$ cat src/rtl/sha256_digest_hex_tx.sv
// sha256_digest_hex_tx: captures a 256-bit digest and streams it as 64 ASCII hex chars (+ optional CR LF) over valid/ready
//   clk, rst                      : clock, synchronous active-high reset
//   digest_in, digest_valid       : digest and its one-cycle capture strobe
//   busy, overrun, frame_done     : frame in progress, dropped-digest pulse, end-of-frame pulse
//   tx_data, tx_data_valid/ready  : byte stream toward uart_tx
module sha256_digest_hex_tx #(
  parameter bit UPPERCASE   = 1'b0,
  parameter bit APPEND_CRLF = 1'b1
) (
  input  logic         clk,
  input  logic         rst,
  input  logic [255:0] digest_in,
  input  logic         digest_valid,
  output logic         busy,
  output logic         overrun,
  output logic         frame_done,
  output logic [7:0]   tx_data,
  output logic         tx_data_valid,
  input  logic         tx_data_ready
);
  typedef enum logic [1:0] {IDLE, HEX, CR, LF} state_t;
  state_t state, state_n;
  logic [255:0] sr, sr_n;
  logic [5:0] idx, idx_n;
  logic [7:0] data_n;
  logic valid_n, xfer, last, cap, drop;
  function automatic logic [7:0] asc(input logic [3:0] n);
    return n < 4'd10 ? 8'h30 + {4'd0, n} : (UPPERCASE ? 8'h41 : 8'h61) + {4'd0, n} - 8'd10;
  endfunction
  always_comb begin
    xfer = tx_data_valid && tx_data_ready;
    last = xfer && (state == LF || (state == HEX && idx == 6'd63 && !APPEND_CRLF));
    // capture on the final transfer too, so frames chain without an idle gap
    cap = digest_valid && (state == IDLE || last);
    drop = digest_valid && !cap;
    state_n = state;
    sr_n = sr;
    idx_n = idx;
    data_n = tx_data;
    valid_n = tx_data_valid;
    if (xfer)
      case (state)
        HEX:
          if (idx != 6'd63) begin
            sr_n = sr << 4;
            idx_n = idx + 6'd1;
            data_n = asc(sr[251:248]);
          end else if (APPEND_CRLF) begin
            data_n = 8'h0d;
            state_n = CR;
          end else begin
            valid_n = 1'b0;
            state_n = IDLE;
          end
        CR: begin
          data_n = 8'h0a;
          state_n = LF;
        end
        LF: begin
          valid_n = 1'b0;
          state_n = IDLE;
        end
        default: ;
      endcase
    if (cap) begin
      sr_n = digest_in;
      idx_n = 6'd0;
      data_n = asc(digest_in[255:252]);
      valid_n = 1'b1;
      state_n = HEX;
    end
  end
  always_ff @(posedge clk) begin
    if (rst) begin
      state <= IDLE;
      sr <= '0;
      idx <= '0;
      tx_data <= 8'h00;
      tx_data_valid <= 1'b0;
      busy <= 1'b0;
      overrun <= 1'b0;
      frame_done <= 1'b0;
    end else begin
      state <= state_n;
      sr <= sr_n;
      idx <= idx_n;
      tx_data <= data_n;
      tx_data_valid <= valid_n;
      busy <= state_n != IDLE;
      overrun <= drop;
      frame_done <= last;
    end
  end
endmodule
$ cat config.mk
export PLATFORM = sky130hd
export DESIGN_NAME = sha256_digest_hex_tx
export DESIGN_NICKNAME = d
export VERILOG_FILES = /design/src/rtl/sha256_digest_hex_tx.sv
export SDC_FILE = /design/constraint.sdc
export NUM_CORES = 1
export LEC_CHECK = 0
export CAP_MARGIN = 15
export CORE_UTILIZATION = 54
export DETAILED_ROUTE_END_ITERATION = 10
export PLACE_DENSITY = 0.86
export SKIP_LAST_GASP = 1
export SLEW_MARGIN = 5
export SYNTH_ARGS = -nofsm -noshare
export SYNTH_HDL_FRONTEND = slang
export SYNTH_SLANG_ARGS = --single-unit
$ cat constraint.sdc
create_clock -name clk -period 5.4 [get_ports clk]
set_input_delay 0.54 -clock clk [delete_from_list [all_inputs] [get_ports clk]]
set_output_delay 0.54 -clock clk [all_outputs]
set_load 0.03 [all_outputs]
==> results of run 1 <==
cells in the mapped netlist (2+ instances only):
cell type,instances,area (um2)
buf_2,86,430
buf_4,4,30.0
o22a_1,2,17.5
o21ai_0,7,35.0
a21oi_1,268,1340
a22oi_1,248,1860
xnor2_1,5,43.8
inv_1,6,22.5
nor2_1,14,52.6
o31ai_1,2,15.0
nor3_1,2,10.0
nand2_1,13,48.8
a211oi_1,5,37.5
a21o_1,3,22.5
nor4_1,2,12.5
o21a_1,2,15.0
nor2b_1,4,25.0
ha_1,3,37.5
buf_6,2,22.5
clkbuf_1,56,210
nand3_1,257,1290
dfxtp_1,271,5430
or3_1,2,12.5
nand2b_1,3,18.8
logic make-up after synthesis:
kind of cell | Yosys count | synth area share (%)
adders and majority gates | 3 | 0.334
other | 1 | 0.0334
and+or+nand+nor | 305 | 13.8
DFF | 271 | 48.3
AOI/OAI and AO/OA | 548 | 30.7
xor gates and xnor gates | 6 | 0.468
buffers and inverters | 155 | 6.41
where the power goes:
part | internal, uW | total (uW) | switching (uW)
sequential | 2120 | 2190 | 68.4
clock | 1230 | 2010 | 774
combinational | 299 | 578 | 279
total | 3650 | 4770 | 1120
through the flow:
stage	hold slack (ps)	setup WS [ps]	utilization, %	total power, uW	instance area, um2
floorplan	448	3670	-	2520	11200
global placement	453	2390	67.9	2780	13800
finish	465	2620	72.7	4770	14800
detailed placement	459	2320	67.9	2800	13800
CTS	467	2600	72.7	4790	14800
global route	480	2410	72.7	4940	14800
critical path: cells and delay by family (launching register included):
family,cells,cell delay (ps)
AO/OA/AOI/OAI,2,1050
adder cells (fa/ha/maj),1,220
buffers and inverters,1,570
flip-flops,1,370
AND/OR/NAND/NOR,2,480
layout by cell type (no fill, tap or decap), types with 6 or more instances in the layout:
cell type,instances
nand3_1,257
nand2_1,13
buf_12,8
inv_1,6
clkdlybuf4s50_1,269
nor2_1,14
clkbuf_16,29
o21ai_0,7
a21oi_1,268
dfxtp_1,271
clkbuf_8,9
a22oi_1,248
clkinv_2,7
registers in the layout (all words and copies together), names as in the netlist:
signal,cells
idx,6
busy,1
tx_data,7
sr,252
tx_data_valid,1
state,2
overrun,1
frame_done,1
layout make-up:
cell class | instances | area share [%]
diodes | 2 | 0.0339
clock buffers | 42 | 5.79
clock inverters | 10 | 0.847
inverters | 6 | 0.153
multi-input cells | 863 | 34.6
flip-flops and latches | 271 | 36.7
well taps | 270 | 2.29
repair buffers | 281 | 19.6
metal layers:
layer  global-route usage [%]  vias to the layer above  wire [um]
li1                         -                     5182          -
met1                     33.8                     5187      12200
met2                     45.3                      443      14800
met3                     7.09                       45       2970
met4                     7.76                        0        760
met5                        0                        -          0
worst paths after layout:
kind,start,endpoint,cells past startpoint,slack (ps)
max,idx[0],sr[180],6,2620
min,sr[133],sr[133],2,470
max reg2reg,idx[0],sr[180],6,2620
min reg2reg,sr[133],sr[133],2,470
==> results.md, run 1 <==
* Status: finished clean
* PortBufs at 270
* Slew Viols, Final at 0
* Synthesized instance count at ~1300
* Total Negative Setup Slacks at 0 ps
* Synth unique cells at 46
* Critical Path Max Stage Delay at around 870 ps
* Grt ovf at 0
* Die Wd at ~150 um
* Worst Max-Slew Pin Slew at about 1100 ps
* Multi-input logic area at 5110 um2
* Vias in the first global route at 9816
* CP cell instances: ha_1, and3_1, a21o_4, buf_4, nand3_1, a21oi_1
* Area grow syn2layout at 31.4%
* Drt total wl at about 31000 um
* Post-CTS Setup Bufs at 0
* CP Launch Type: flop
* Asr flop ratio synth at 0%
* Pwr dens at around 320 nW/um2
* Rows at 52
* Starting DRT DRC Count at 1066
* Non-Filler Instances at about 1700
* CTS root buf: clkbuf_16
* H-tree depth at 1
* Storage cell area at ~5400 um2
* Fmax at between 0.3 and 0.4 GHz
* Synthesized flop and latch total at roughly 270
* Peak VDD IR at about 0.00027 V
* Num CTS Buffers at 28
* Ports at about 270
* Core ar. at between 20000 and 25000 um2
* Total track usage at around 27%
* Part of the cycle the worst path needs at 51.5%
* WP data arrival at 3240 ps
* Clk slew on worst S/H paths at roughly 60 ps
* Final ANT Viol Nets at 0
* Worst Path Required at 5850 ps
* Layout cell share with drive strength beyond 1 at 4.41%
* CTS tree: built
* Syn avg cell area at between 8 and 9 um2
* Synthesized area at 11200 um2
* Drt drc at 0
* First-pass GRT wire length at 48400 um
* Vias per cell at between 6 and 7
* Crit path kind: flop to flop
* Unrepaired setup endpoints after global routing: no
* CP Capture Type: flop
* Worst Path Max Fanout at between 100 and 150
* Syn Nets at between 1500 and 2000
* # fillers at approximately 1600
* Min Tclk post-route at roughly 2800 ps
* YS warnings at 0
* Worst clock skew at around 9.4 ps
* Post-DP HPWL at between 15000 and 20000 um
* Wire per inst at about 18 um
* # setup viols final at 0
* CTS hold repair buffers at 0
* Dominant synthesized flop cell: dfxtp_1
* Crit-path slowest cell: a21o_4
* Clock Latency Late Sink at around 530 ps
* Largest net degree at the start of global routing at around 150
* Total die area at approximately 21000 um2
* Hold WC Path Type: flop to flop
* Sequential share of the synthesized area at about half
* Initial antenna violation count at 2
* Placed instance count at approximately 1700
* Num Clock Sinks at 271
* Final hold viol count at 0
* Initial Utilization at a little under three fifths
* Post-synth EDFFs at 0
* Max_slew headroom at ~30%
* First drt pass iteration count at 6
* Via count at roughly 11000
* Clock tree buffer depth at 3
* Leakage power at 0.00507 uW
* Die H at roughly 150 um
* Routability congestion estimate at 0.842
* Post-cts sizing count at 0
* Nets at 1714
* Max-Cap Viols at 0
Power figures use the tool's default switching activity.
==> run 2, diff against run 1 <==
--- a/config.mk
+++ b/config.mk
@@ -6,9 +6,9 @@
 export NUM_CORES = 1
 export LEC_CHECK = 0
 export CAP_MARGIN = 15
-export CORE_UTILIZATION = 54
+export CORE_UTILIZATION = 45
 export DETAILED_ROUTE_END_ITERATION = 10
-export PLACE_DENSITY = 0.86
+export PLACE_DENSITY = 0.77
 export SKIP_LAST_GASP = 1
 export SLEW_MARGIN = 5
 export SYNTH_ARGS = -nofsm -noshare
==> constraint.sdc (replaced) <==
create_clock -name clk -period 2.4 [get_ports clk]
set_input_delay 0.24 -clock clk [delete_from_list [all_inputs] [get_ports clk]]
set_output_delay 0.24 -clock clk [all_outputs]
set_load 0.03 [all_outputs]
==> results.md, run 2 (synthesized netlist as in run 1, its figures left out) <==
* Pwr dens at 706 nW/um2
* Fmax at around 0.47 GHz
* PortBufs at 270
* CTS hold repair buffers at 0
* Part of the cycle the worst path needs at about 88%
* Non-Filler Instances at between 1500 and 2000
* H-tree depth at 1
* Commonest non-fill, non-tap cell in the layout: dfxtp_1
* Die H at 160 um
* Clk slew on worst S/H paths at ~60 ps
* Logic pwr share at 13.0%
* Num CTS Buffers at 29
* Leakage power at 0.00524 uW
* Clock share of power at roughly two fifths
* Placed instance count at 1771
* Min Tclk post-route at ~2100 ps
* Switching part of the total at 24.4%
* Most frequent cells in the layout: dfxtp_1 (271), clkdlybuf4s50_1 (269), a21oi_1 (268), nand3_1 (257), a22oi_1 (248)
* Worst Max-Slew Pin Slew at 627 ps
* Max-Cap Viols at 0
* CTS tree: built
* Switching power at about 2600 uW
* Ports at between 200 and 300
* Initial Utilization at 46.1%
* Crit path kind: flop to flop
* Initial antenna violation count at 3
* WP data arrival at ~2600 ps
* Status: finished clean
* Seq pwr share at 45.9%
* Layout cell share with drive strength beyond 1 at roughly 6.1%
* Post-DP HPWL at ~20000 um
* Final ANT Viol Nets at 0
* Total Power at roughly 11000 uW
* Worst Path Max Fanout at 72
* Unrepaired setup endpoints after global routing: no
* Core ar. at between 20000 and 25000 um2
* Nets at 1741
* Pre-CTS WS at 249 ps
* # fillers at ~2100
* Worst clock skew at ~14 ps
* Starting DRT DRC Count at ~1200
* Max FFs per register at between 200 and 300
* Vias in the first global route at 10000
* Clock tree buffer depth at 3
* Via count at 10900
* Slew Viols, Final at 0
* First-pass GRT wire length at about 50000 um
* Drt drc at 0
* Post-CTS Setup Bufs at 0
* Die Wd at 160 um
* Int Power at between 8000 and 9000 uW
* Routability congestion estimate at about 0.84
* CP Launch Type: flop
* Hold WC Path Type: primary input to flop
* Post-cts sizing count at 0
* Num Clock Sinks at between 200 and 300
* Vias per cell at slightly below 6
* CP Capture Type: flop
* Max_slew headroom at about three fifths
* Peak VDD IR at between 0.0004 and 0.0005 V
* CTS root buf: clkbuf_16
* Drt total wl at ~32000 um
* Clock Latency Late Sink at around 530 ps
* Area grow syn2layout at 35.0%
* Wire per inst at 17.5 um
* Rows at 57
* PnR worst setup slack at approximately 290 ps
* Grt ovf at 0
* Total Negative Setup Slacks at 0 ps
* Most flops, register: sr
* Registers with the most flip-flops: sr (252), tx_data (7), idx (6)
* Final hold viol count at 0
* Largest net degree at the start of global routing at between 90 and 100
* Total track usage at 23.5%
* Worst Path Required at about 2900 ps
* Final core utilization at between 60% and 70%
* # setup viols final at 0
* Total die area at approximately 26000 um2
* First drt pass iteration count at 6
==> run 2: power groups by stage <==
stage	Sequential (uW)	Clock, uW	Combinational (uW)
3_5_place_dp	5010	0	1380
5_1_grt	4940	4680	1510
3_3_place_gp	5000	0	1360
2_1_floorplan	4990	0	690
4_1_cts	4910	4480	1390
6_report	4910	4400	1390
==> run 2: final timing paths <==
kind | cells past startpoint | slack, ps | start | endpoint
max | 6 | 290 | idx[0] | sr[24]
min | 2 | 210 | rst | frame_done
max reg2reg | 6 | 290 | idx[0] | sr[24]
min reg2reg | 2 | 470 | sr[93] | sr[93]
==> run 2: worst max-delay path, cell delays in order, from the launching register on <==
cell and delay (ps):
dfxtp_1 370, ha_1 230, and3_1 320, a21o_4 430
buf_12 350, nand3_1 140, a21oi_1 180
==> run 2: area by class of cell <==
cell class	count	area [um2]	share of cell area, %
timing repair buffer	307	3250	21.4
inverter	6	22.5	0.148
antenna	2	5.00	0.0330
clock buffer	46	910	5.99
tap	324	405	2.67
multi-input combinational	863	5110	33.7
sequential	271	5430	35.8
clock inverter	7	51.3	0.338
==> run 2: through the flow <==
stage | instance area (um2) | hold WS (ps)
floorplan | 11200 | 376
global placement | 14200 | 454
detailed placement | 14200 | 459
CTS | 15200 | 193
global route | 15200 | 207
finish | 15200 | 213
==> run 2: metal layers <==
layer  up-vias  routed length, um  global-route usage, %
met5         -                 13                      0
met4         2                648                   6.84
met3        48               2320                   3.97
met2       452              14900                   37.2
met1      5137              14200                   32.9
li1       5239                  -                      -
==> run 3, diff against run 2 <==
--- a/config.mk
+++ b/config.mk
@@ -8,7 +8,9 @@
 export CAP_MARGIN = 15
 export CORE_UTILIZATION = 45
 export DETAILED_ROUTE_END_ITERATION = 10
+export GPL_TIMING_DRIVEN = 0
 export PLACE_DENSITY = 0.77
+export SETUP_SLACK_MARGIN = 0.5
 export SKIP_LAST_GASP = 1
 export SLEW_MARGIN = 5
 export SYNTH_ARGS = -nofsm -noshare
==> results.md, run 3 (synthesized netlist as in run 1, its figures left out) <==
* Status: finished clean
* Max_slew headroom at between 50% and 60%
* Switching power at 2690 uW
* Finished Cell Area at between 15000 and 20000 um2
* Hold WC Path Type: primary input to flop
* Total Power at 10800 uW
* # setup viols final at 0
* Initial antenna violation count at 4
* Core ar. at between 20000 and 25000 um2
* Worst Path Max Fanout at 10
* Routability congestion estimate at 0.893
* Worst clock skew at roughly 11 ps
* CTS root buf: clkbuf_16
* Largest net degree at the start of global routing at 15
* First-pass GRT wire length at ~53000 um
* Slew Viols, Final at 0
* PortBufs at ~270
* H-tree depth at 1
* Pwr dens at about 680 nW/um2
* Flop2flop setup slack at roughly 530 ps
* Int Power at 8080 uW
* Logic pwr share at 13.8%
* Ports at between 200 and 300
* Most flops, register: sr
* Initial Utilization at 46.1%
* Highest Signal Layer: met5
* Worst Path Required at around 2900 ps
* Clock Latency Late Sink at 540 ps
* Storage cell area at between 5000 and 6000 um2
* Switching part of the total at between 20% and 30%
* Starting DRT DRC Count at between 1000 and 1500
* Leakage power at 0.00560 uW
* Max FFs per register at about 250
* CP Launch Type: flop
* Wire length on met3 at 2570 um
* Crit path kind: flop to flop
* Rows at 57
* First drt pass iteration count at 5
* Min Tclk post-route at between 1500 and 2000 ps
* Die Wd at 160 um
* Critical Path Max Stage Delay at 360 ps
* Vias per cell at ~5.9
* Routed met2 length at between 15000 and 20000 um
* Final ANT Viol Nets at 0
* Num Clock Sinks at roughly 270
* Area grow syn2layout at 41.9%
* Part of the cycle the worst path needs at between 70 and 80%
* Post-DP HPWL at roughly 23000 um
* Die H at about 160 um
* Vias in the first global route at roughly 11000
* Clk slew on worst S/H paths at approximately 60 ps
* Seq pwr share at 45.7%
* Clock share of power at roughly 40%
* Grt ovf at 0
* WP data arrival at 2330 ps
* Total track usage at 25.0%
* Drt total wl at 34600 um
* Peak VDD IR at approximately 0.00048 V
* Nets at 1855
* Total die area at 25600 um2
* Via count at 11500
* Met1 wire length at approximately 15000 um
* Num CTS Buffers at 29
* CTS tree: built
* # fillers at 2088
* Drt drc at 0
* Multi-input logic area at approximately 5300 um2
* Crit-path slowest cell: dfxtp_4
* Final hold viol count at 0
* Unrepaired setup endpoints after global routing: yes
* Fmax at roughly 0.54 GHz
* Worst Max-Slew Pin Slew at roughly 640 ps
* Wire per inst at 17.9 um
* Registers with the most flip-flops: sr (252), tx_data (7), idx (6)
* Max-Cap Viols at 0
* Layout cell share with drive strength beyond 1 at approximately 14%
* Clock tree buffer depth at 3
* Post-placement cell area at between 10000 and 15000 um2
* CP Capture Type: flop
* Most frequent cells in the layout: a21oi_1 (267), dfxtp_1 (267), clkdlybuf4s50_1 (267), nand3_1 (257), a22oi_1 (201)
* CP cell instances: ha_4, and3_1, clkbuf_4, a21oi_4, buf_12, buf_8, buf_4, a22oi_1, a21oi_1
-- run 3: what timing repair did --
item | in CTS | in global routing
pin swaps | 1 | 3
gates cloned | 0 | 1
setup buffers | 2 | 1
hold buffers | 0 | 0
setup endpoints to repair | 256 | 255
resized for setup | 55 | 171
-- run 3: worst paths after layout --
check / start / to / cells after the start
worst max-delay path: idx[0] / sr[151] / 9
worst min-delay path: digest_valid / overrun / 3
worst max register to register: idx[0] / sr[151] / 9
worst min register to register: sr[79] / sr[79] / 2
-- run 3: power by group through the flow --
stage / clock (uW) / sequential (uW) / combinational (uW)
2_1_floorplan: 0 / 4990 / 690
3_3_place_gp: 0 / 5000 / 1360
4_1_cts: 4410 / 4910 / 1410
6_report: 4350 / 4930 / 1490
3_5_place_dp: 0 / 5010 / 1380
5_1_grt: 4610 / 4950 / 1610
-- run 3: final cells by class --
class	instances	share of cell area [%]
antenna	2	0.0314
buffer	149	6.60
multi-input combinational	863	33.5
inverter	6	0.141
clock inverter	10	0.541
sequential	271	34.1
tap	324	2.54
clock buffer	42	5.29
timing repair buffer	272	17.3
-- run 3: critical path, delay by kind of cell, from the launching register on --
family,cells,cell delay (ps)
AO/OA/AOI/OAI,3,430
flip-flops,1,360
adder cells (fa/ha/maj),1,170
buffers and inverters,4,660
AND/OR/NAND/NOR,1,170
-- run 3: routing by layer --
metal  GRT usage, %  vias to the layer above
li1               -                     5490
met1           34.0                     5507
met2           39.8                      466
met3           4.88                       60
met4           7.71                        2
met5              0                        -
-- run 3: metrics by stage --
step	hold slack (ps)	instances	TNS (ps)	utilization, %	setup slack (ps)
CTS	184	1935	0	63.2	468
floorplan	376	1289	0	-	670
global route	238	1939	0	65.4	444
global placement	454	1881	-29.9	58.7	-7.75
finish	214	1939	0	65.4	531
detailed placement	459	1881	-947	58.7	-41.6
